**src/rtl/pc_sequencer.sv**
```systemverilog
// Program-counter sequencer: stall, jump, relative branch, call/return
// with a circular return-address stack and sticky overflow/underflow flags.
module pc_sequencer #(
  parameter int unsigned WIDTH = 32,
  parameter logic [WIDTH-1:0] RESET_VECTOR = '0,
  parameter int unsigned STEP = 1,
  parameter int unsigned RAS_DEPTH = 4
) (
  input  logic             clock,
  input  logic             clear_n,
  input  logic             stall,
  input  logic             load,
  input  logic             branch,
  input  logic             call,
  input  logic             ret,
  input  logic [WIDTH-1:0] target,
  input  logic [WIDTH-1:0] offset,
  input  logic             flag_clr,
  output logic [WIDTH-1:0] pc,
  output logic [WIDTH-1:0] pc_seq,
  output logic             ras_empty,
  output logic             ras_full,
  output logic             ras_overflow,
  output logic             ras_underflow
);

  localparam int unsigned PW = (RAS_DEPTH > 1) ? $clog2(RAS_DEPTH) : 1;
  localparam int unsigned CW = $clog2(RAS_DEPTH + 1);
  localparam logic [WIDTH-1:0] STEP_W = WIDTH'(STEP);
  localparam logic [PW-1:0] PMAX = PW'(RAS_DEPTH - 1);
  localparam logic [CW-1:0] CMAX = CW'(RAS_DEPTH);

  logic [WIDTH-1:0] r_pc;
  logic [WIDTH-1:0] r_ras [RAS_DEPTH];
  logic [PW-1:0]    r_wp;
  logic [CW-1:0]    r_cnt;
  logic             r_ovf;
  logic             r_unf;

  logic [WIDTH-1:0] w_seq;
  logic [WIDTH-1:0] w_top;
  logic [PW-1:0]    w_wp_inc;
  logic [PW-1:0]    w_wp_dec;
  logic             w_empty;
  logic             w_full;
  logic             w_do_ret;
  logic             w_do_call;
  logic             w_do_load;
  logic             w_do_br;

  assign w_seq    = r_pc + STEP_W;
  assign w_wp_inc = (r_wp == PMAX) ? '0 : r_wp + 1'b1;
  assign w_wp_dec = (r_wp == '0) ? PMAX : r_wp - 1'b1;
  assign w_top    = r_ras[w_wp_dec];
  assign w_empty  = (r_cnt == '0);
  assign w_full   = (r_cnt == CMAX);

  // Fixed priority flattened to one-hot: ret > call > load > branch.
  assign w_do_ret  = ret;
  assign w_do_call = call & ~ret;
  assign w_do_load = load & ~ret & ~call;
  assign w_do_br   = branch & ~ret & ~call & ~load;

  always_ff @(posedge clock or negedge clear_n) begin
    if (!clear_n) begin
      r_pc  <= RESET_VECTOR;
      r_wp  <= '0;
      r_cnt <= '0;
      r_ovf <= 1'b0;
      r_unf <= 1'b0;
    end else if (!stall) begin
      if (flag_clr) begin
        r_ovf <= 1'b0;
        r_unf <= 1'b0;
      end
      unique case (1'b1)
        w_do_ret: begin
          if (w_empty) begin
            r_pc  <= w_seq;
            r_unf <= 1'b1;
          end else begin
            r_pc  <= w_top;
            r_wp  <= w_wp_dec;
            r_cnt <= r_cnt - 1'b1;
          end
        end
        w_do_call: begin
          r_pc <= target;
          r_wp <= w_wp_inc;
          if (w_full) r_ovf <= 1'b1;
          else        r_cnt <= r_cnt + 1'b1;
        end
        w_do_load: r_pc <= target;
        w_do_br:   r_pc <= r_pc + offset;
        default:   r_pc <= w_seq;
      endcase
    end
  end

  // When full, r_wp already points at the oldest entry, so a push overwrites it.
  always_ff @(posedge clock) begin
    if (clear_n && !stall && w_do_call) r_ras[r_wp] <= w_seq;
  end

  assign pc            = r_pc;
  assign pc_seq        = w_seq;
  assign ras_empty     = w_empty;
  assign ras_full      = w_full;
  assign ras_overflow  = r_ovf;
  assign ras_underflow = r_unf;

endmodule
```
**config.mk**
```make
export PLATFORM = sky130hd
export DESIGN_NAME = pc_sequencer
export DESIGN_NICKNAME = d
export VERILOG_FILES = /design/src/rtl/pc_sequencer.sv
export SDC_FILE = /design/constraint.sdc
export NUM_CORES = 1
export LEC_CHECK = 0
export ABC_AREA = 0
export CORE_MARGIN = 2
export CORE_UTILIZATION = 25
export CTS_CLUSTER_DIAMETER = 120
export DETAILED_ROUTE_END_ITERATION = 10
export PLACE_DENSITY_LB_ADDON = 0.25
export SLEW_MARGIN = 20
export SYNTH_ARGS = -nofsm -noshare
export SYNTH_HDL_FRONTEND = slang
export SYNTH_SLANG_ARGS = --single-unit
```
**constraint.sdc**
```tcl
create_clock -name clock -period 4.9 [get_ports clock]
set_clock_uncertainty 0.05 [all_clocks]
set_input_delay 0.98 -clock clock [delete_from_list [all_inputs] [get_ports clock]]
set_output_delay 0.98 -clock clock [all_outputs]
set_load 0.05 [all_outputs]
```
# == Word-level counts from Yosys, hierarchy flattened ==
# Memories as Yosys holds them, arrays and structs flattened.
# Cells that the tools add are included.
# W data, S select, Z words.
# op_classes
n_mul,0
div_mod_pow,0
n_shift,0
n_reduce_logical,9
bitwise,10
mux,17
magnitude_cmp,0
n_addsub,6
n_eq_ne,4
# op_table
cell,n
$pmux W32 S3,1
$add A32 B1 Y32 const B,1
$add A32 B32 Y32,1
$mux W32,1
$mux W1,8
$and A1 B1 Y1,6
$mux W2,3
$mux W3,2
$pmux W3 S2,1
$ne A2 B2 Y1 const B,2
$not A1 Y1,4
$pmux W2 S2,1
$reduce_and A4 Y1,1
$add A3 B1 Y3 const B,1
$eq A3 B3 Y1 const B,1
$logic_not A3 Y1,1
$reduce_and A3 Y1,1
$sub A3 B1 Y3 const B,1
$add A2 B1 Y2 const B,1
$eq A2 B2 Y1 const B,1
$logic_and A1 B1 Y1,2
$logic_not A2 Y1,1
$reduce_bool A2 Y1,1
$reduce_or A2 Y1,1
other kinds (2),2
# word_totals
n_memories,1
romBits,0
latch_bits,0
output_inout_bits,68
ff_bits,39
mem_bits_rw,128
in_bits,72
elab_cells,52
# mem_list
name,words,width,read_ports,rd_clocked_by_memory_dff,write_ports,line_no,text
r_ras,4,32,1,0,1,34,logic [WIDTH-1:0] r_ras [RAS_DEPTH];

# == Depth between registers and ports, before layout ==
# logic_depth
depth_word,5
depth_mapped,11
mapped_depth_nobuf,11

# == Least setup slack after synthesis ==
# No wires, ideal clock.
# synth_timing
kind,register to output
start,register r_pc[0] (netlist: pc[0])
end,output port pc_seq[28]
t_arrival_ns,2.865
path_stages_with_launch,8
t_required_ns,3.870
path_slack_ns,1.005
n_path_buf,0
cell_sequence,dfrtp_1 -> ha_1 -> nand3_1 -> nor2_1 -> nand4_1 -> nor2_1 -> nand2_1 -> xnor2_1
# synth_via
elab_chain_len,1
# synth_lines
item,line_no,text
from (decl),33,logic [WIDTH-1:0] r_pc;
from (signal assigned),79,r_pc <= w_seq;
from (signal assigned),82,r_pc <= w_top;
from (signal assigned),88,r_pc <= target;
$add A32 B1 Y32,51,assign w_seq = r_pc + STEP_W;
to (decl),20,"output logic [WIDTH-1:0] pc_seq,"
# No other way between the ends.

# == Worst setup path in the final report ==
# layout_timing
start,register r_pc[17] (netlist: pc[17])
end,output port pc_seq[31]
# Same word-level chain as after synthesis.

==> flow_summary.ini <==
[synth]
synth_ff_type = edfxtp_1
yosysTopAreaCellShare = 0.4090
syn_area_per_cell_um2 = 11.78
yosysWarnings = 0
synth-seq-area-share = 0.5128
synth_cell_types = 66
synth.area.top_cells = edfxtp_1 41%, dfrtp_1 10%, mux4_2 7.7%
yosysTopAreaCell = edfxtp_1
postSynthCellCount = 798
synth_seq_cells = 167
syn_area_um2 = 9398
yosysMostFrequentCell = edfxtp_1
synth_edf_count = 128
ys_top_cells_by_count = 128 x edfxtp_1, 68 x nand2_1, 63 x a21oi_1
synthArstFlopShare = 0.2335
synth_nets = 908

[sta]
hold_viol = 0
setup_tns_ns = 0
drv_slew = 0
worst_slew_pin_slew_ns = 1.022
clock.fmax_mhz = 214.7
worst_hold_slack_ns = 0.4323
grt_setup_unrepaired = no
setup_ws_ns = 0.2421
slew-limit-headroom = 0.3159
period_minus_slack_ns = 4.658
setup_viol = 0
post-route-period-util = 0.9506

[pwr]
p_per_area_nw_per_um2 = 649.1
p_leak_nw = 4.315
peakVddDrop_v = 0.0002865

[clocking]
htreeDepth = 4
cts_tree = done
clkTransAtPathRegs_ns = 0.07
clock-sinks = 167
clock_latency_ns = 0.44
cts-root-buf = clkbuf_16
numCtsBuffers = 17
post-cts-setup-buffers = 0
clockBufferDepth = 2

[drt]
wl_mm = 32.12
num_vias = 7331
drtIter0Drc = 580
routedWlPerCell_um = 22.45
drtAntennaViolNets = 0
dr.pass1.iters = 5
post-route-drc-count = 0
viasPerCell = 5.123

[floorplan]
die_w_um = 197.9
fp.coreArea_um2 = 37310
initial_core_util = 0.2519
die_y_um = 197.9
design.portCount = 140
dieArea_um2 = 39160
num_rows = 71

[run]
cap_violations = 0

[layout]
fill_cells = 3765
syn_to_final_growth_pct = 27.96
drive_gt1_frac = 0.1087
n_antenna_cell = 0
nNetsFinal = 1054
layoutNonFillerInstCount = 1431

[placed_design]
hpwlAfterDp_mm = 23.94
dp_cells = 1399
gp_congestion = 0.8350
place_ws_ns = 0.5103
io_buffers = 139

[worst_setup_path]
worstRegToRegCells = 12
required_ns = 3.87
cp_max_fo = 9
start_kind = flop
end_kind = primary output
cp_data_arrival_time_ns = 3.63
worstSetupPathType = flop to primary output

[grt]
grt_max_degree = 40
met2_usage = 0.2728
grt_pass1_vias = 7492
overflow = 0
antenna_found_initial = 0
met3_usage = 0.03594
grtUsageTotal = 0.1670
grt_pass1_wl_mm = 47.77
grt.met1_usage = 0.2283
busiest_layer = met2

[worst_hold_path]
hold_class = flop to flop
holdPathStages = 2

[run_status]
outcome = finished, final reports clean
-- final cells by class --
cell class,instances,area [um2],area share
Clock buffer,18,429.2,0.03569
Timing Repair Buffer,164,1607,0.1336
Inverter,35,131.4,0.01092
Tap cell,474,593.1,0.04932
Sequential cell,167,4820,0.4008
Multi-Input combinational cell,559,4318,0.3591
Clock inverter,14,127.6,0.01061
-- kinds of logic after synthesis --
group / after synthesis / synth area share
AOI/OAI and AO/OA: 225 / 0.1674
DFF: 167 / 0.5128
xor gates and xnor gates: 59 / 0.05499
buffers and inverters: 72 / 0.02916
adders and majority gates: 38 / 0.05219
muxes: 37 / 0.08215
and+or+nand+nor: 200 / 0.1013
-- critical path: stages, from the launching register on --
cell and delay (ns):
dfrtp_1 0.57, nand4_1 0.23, nor3_1 0.45, nand4_1 0.41
nor3_1 0.36, xnor2_1 0.17, inv_1 0.17, clkdlybuf4s50_1 0.83
-- layer usage --
layer | up-vias | part of all wire | routed length, um
met3 | 22 | 0.063 | 2021
met1 | 3664 | 0.45 | 14600
met5 | - | 0 | 0
met2 | 244 | 0.47 | 15170
met4 | 0 | 0.010 | 331
li1 | 3401 | - | -
-- metrics by stage --
stage	utilization	cell area, um2	power (mW)
2_1_floorplan	-	9398	5.116
3_3_place_gp	0.3070	11460	6.562
3_5_place_dp	0.3070	11460	6.565
4_1_cts	0.3220	12010	7.875
5_1_grt	0.3223	12030	8.256
6_report	0.3223	12030	7.805
-- registers in the layout, indices dropped and copies added, names as in the netlist --
register / count
r_ras: 128
ras_overflow: 1
r_cnt: 3
r_wp: 2
ras_underflow: 1
pc: 32
-- worst paths after layout --
check	startpoint	slack [ns]	endpoint
max reg2reg	pc[0]	1.65	pc[22]
min reg2reg	ras_overflow	0.43	ras_overflow
max in group asynchronous	clear_n	3.73	pc[27]
min in group asynchronous	clear_n	0.65	pc[0]
max	pc[17]	0.24	pc_seq[31]
min	ras_overflow	0.43	ras_overflow
-- power by group --
part           internal (mW)  switching, mW
sequential              1.85          0.301
combinational           1.67           2.69
clock                  0.702          0.587
total                   4.23           3.57
-- what timing repair did --
item / in CTS / in global routing
endpoints found under the setup margin: 0 / 5
gates resized for setup: 0 / 5
hold buffers: 0 / 0
-- layout by cell type (no fill, tap or decap), drive strengths merged, types with 4 or more instances in the layout --
master	netlist	final
nand3	14	14
o21ai	35	35
a31oi	5	5
mux4	32	32
dfrtp	39	39
nand2	69	69
nand2b	7	7
clkbuf	31	18
xnor2	45	45
xor2	14	14
mux2i	4	4
inv	35	37
a211oi	6	6
clkinv	0	7
and3	5	5
o211ai	6	6
a21oi	63	63
clkdlybuf4s50	0	132
clkinvlp	0	4
nand4	14	14
nor3	19	19
nor2	44	44
o22ai	6	6
o31a	4	4
buf	6	27
a221o	15	15
o21a	7	7
a21o	16	16
dlymetal6s2s	0	5
edfxtp	128	128
and2	8	8
ha	36	36
a221oi	30	30
No activity file was read; power rests on OpenSTA's default activity.
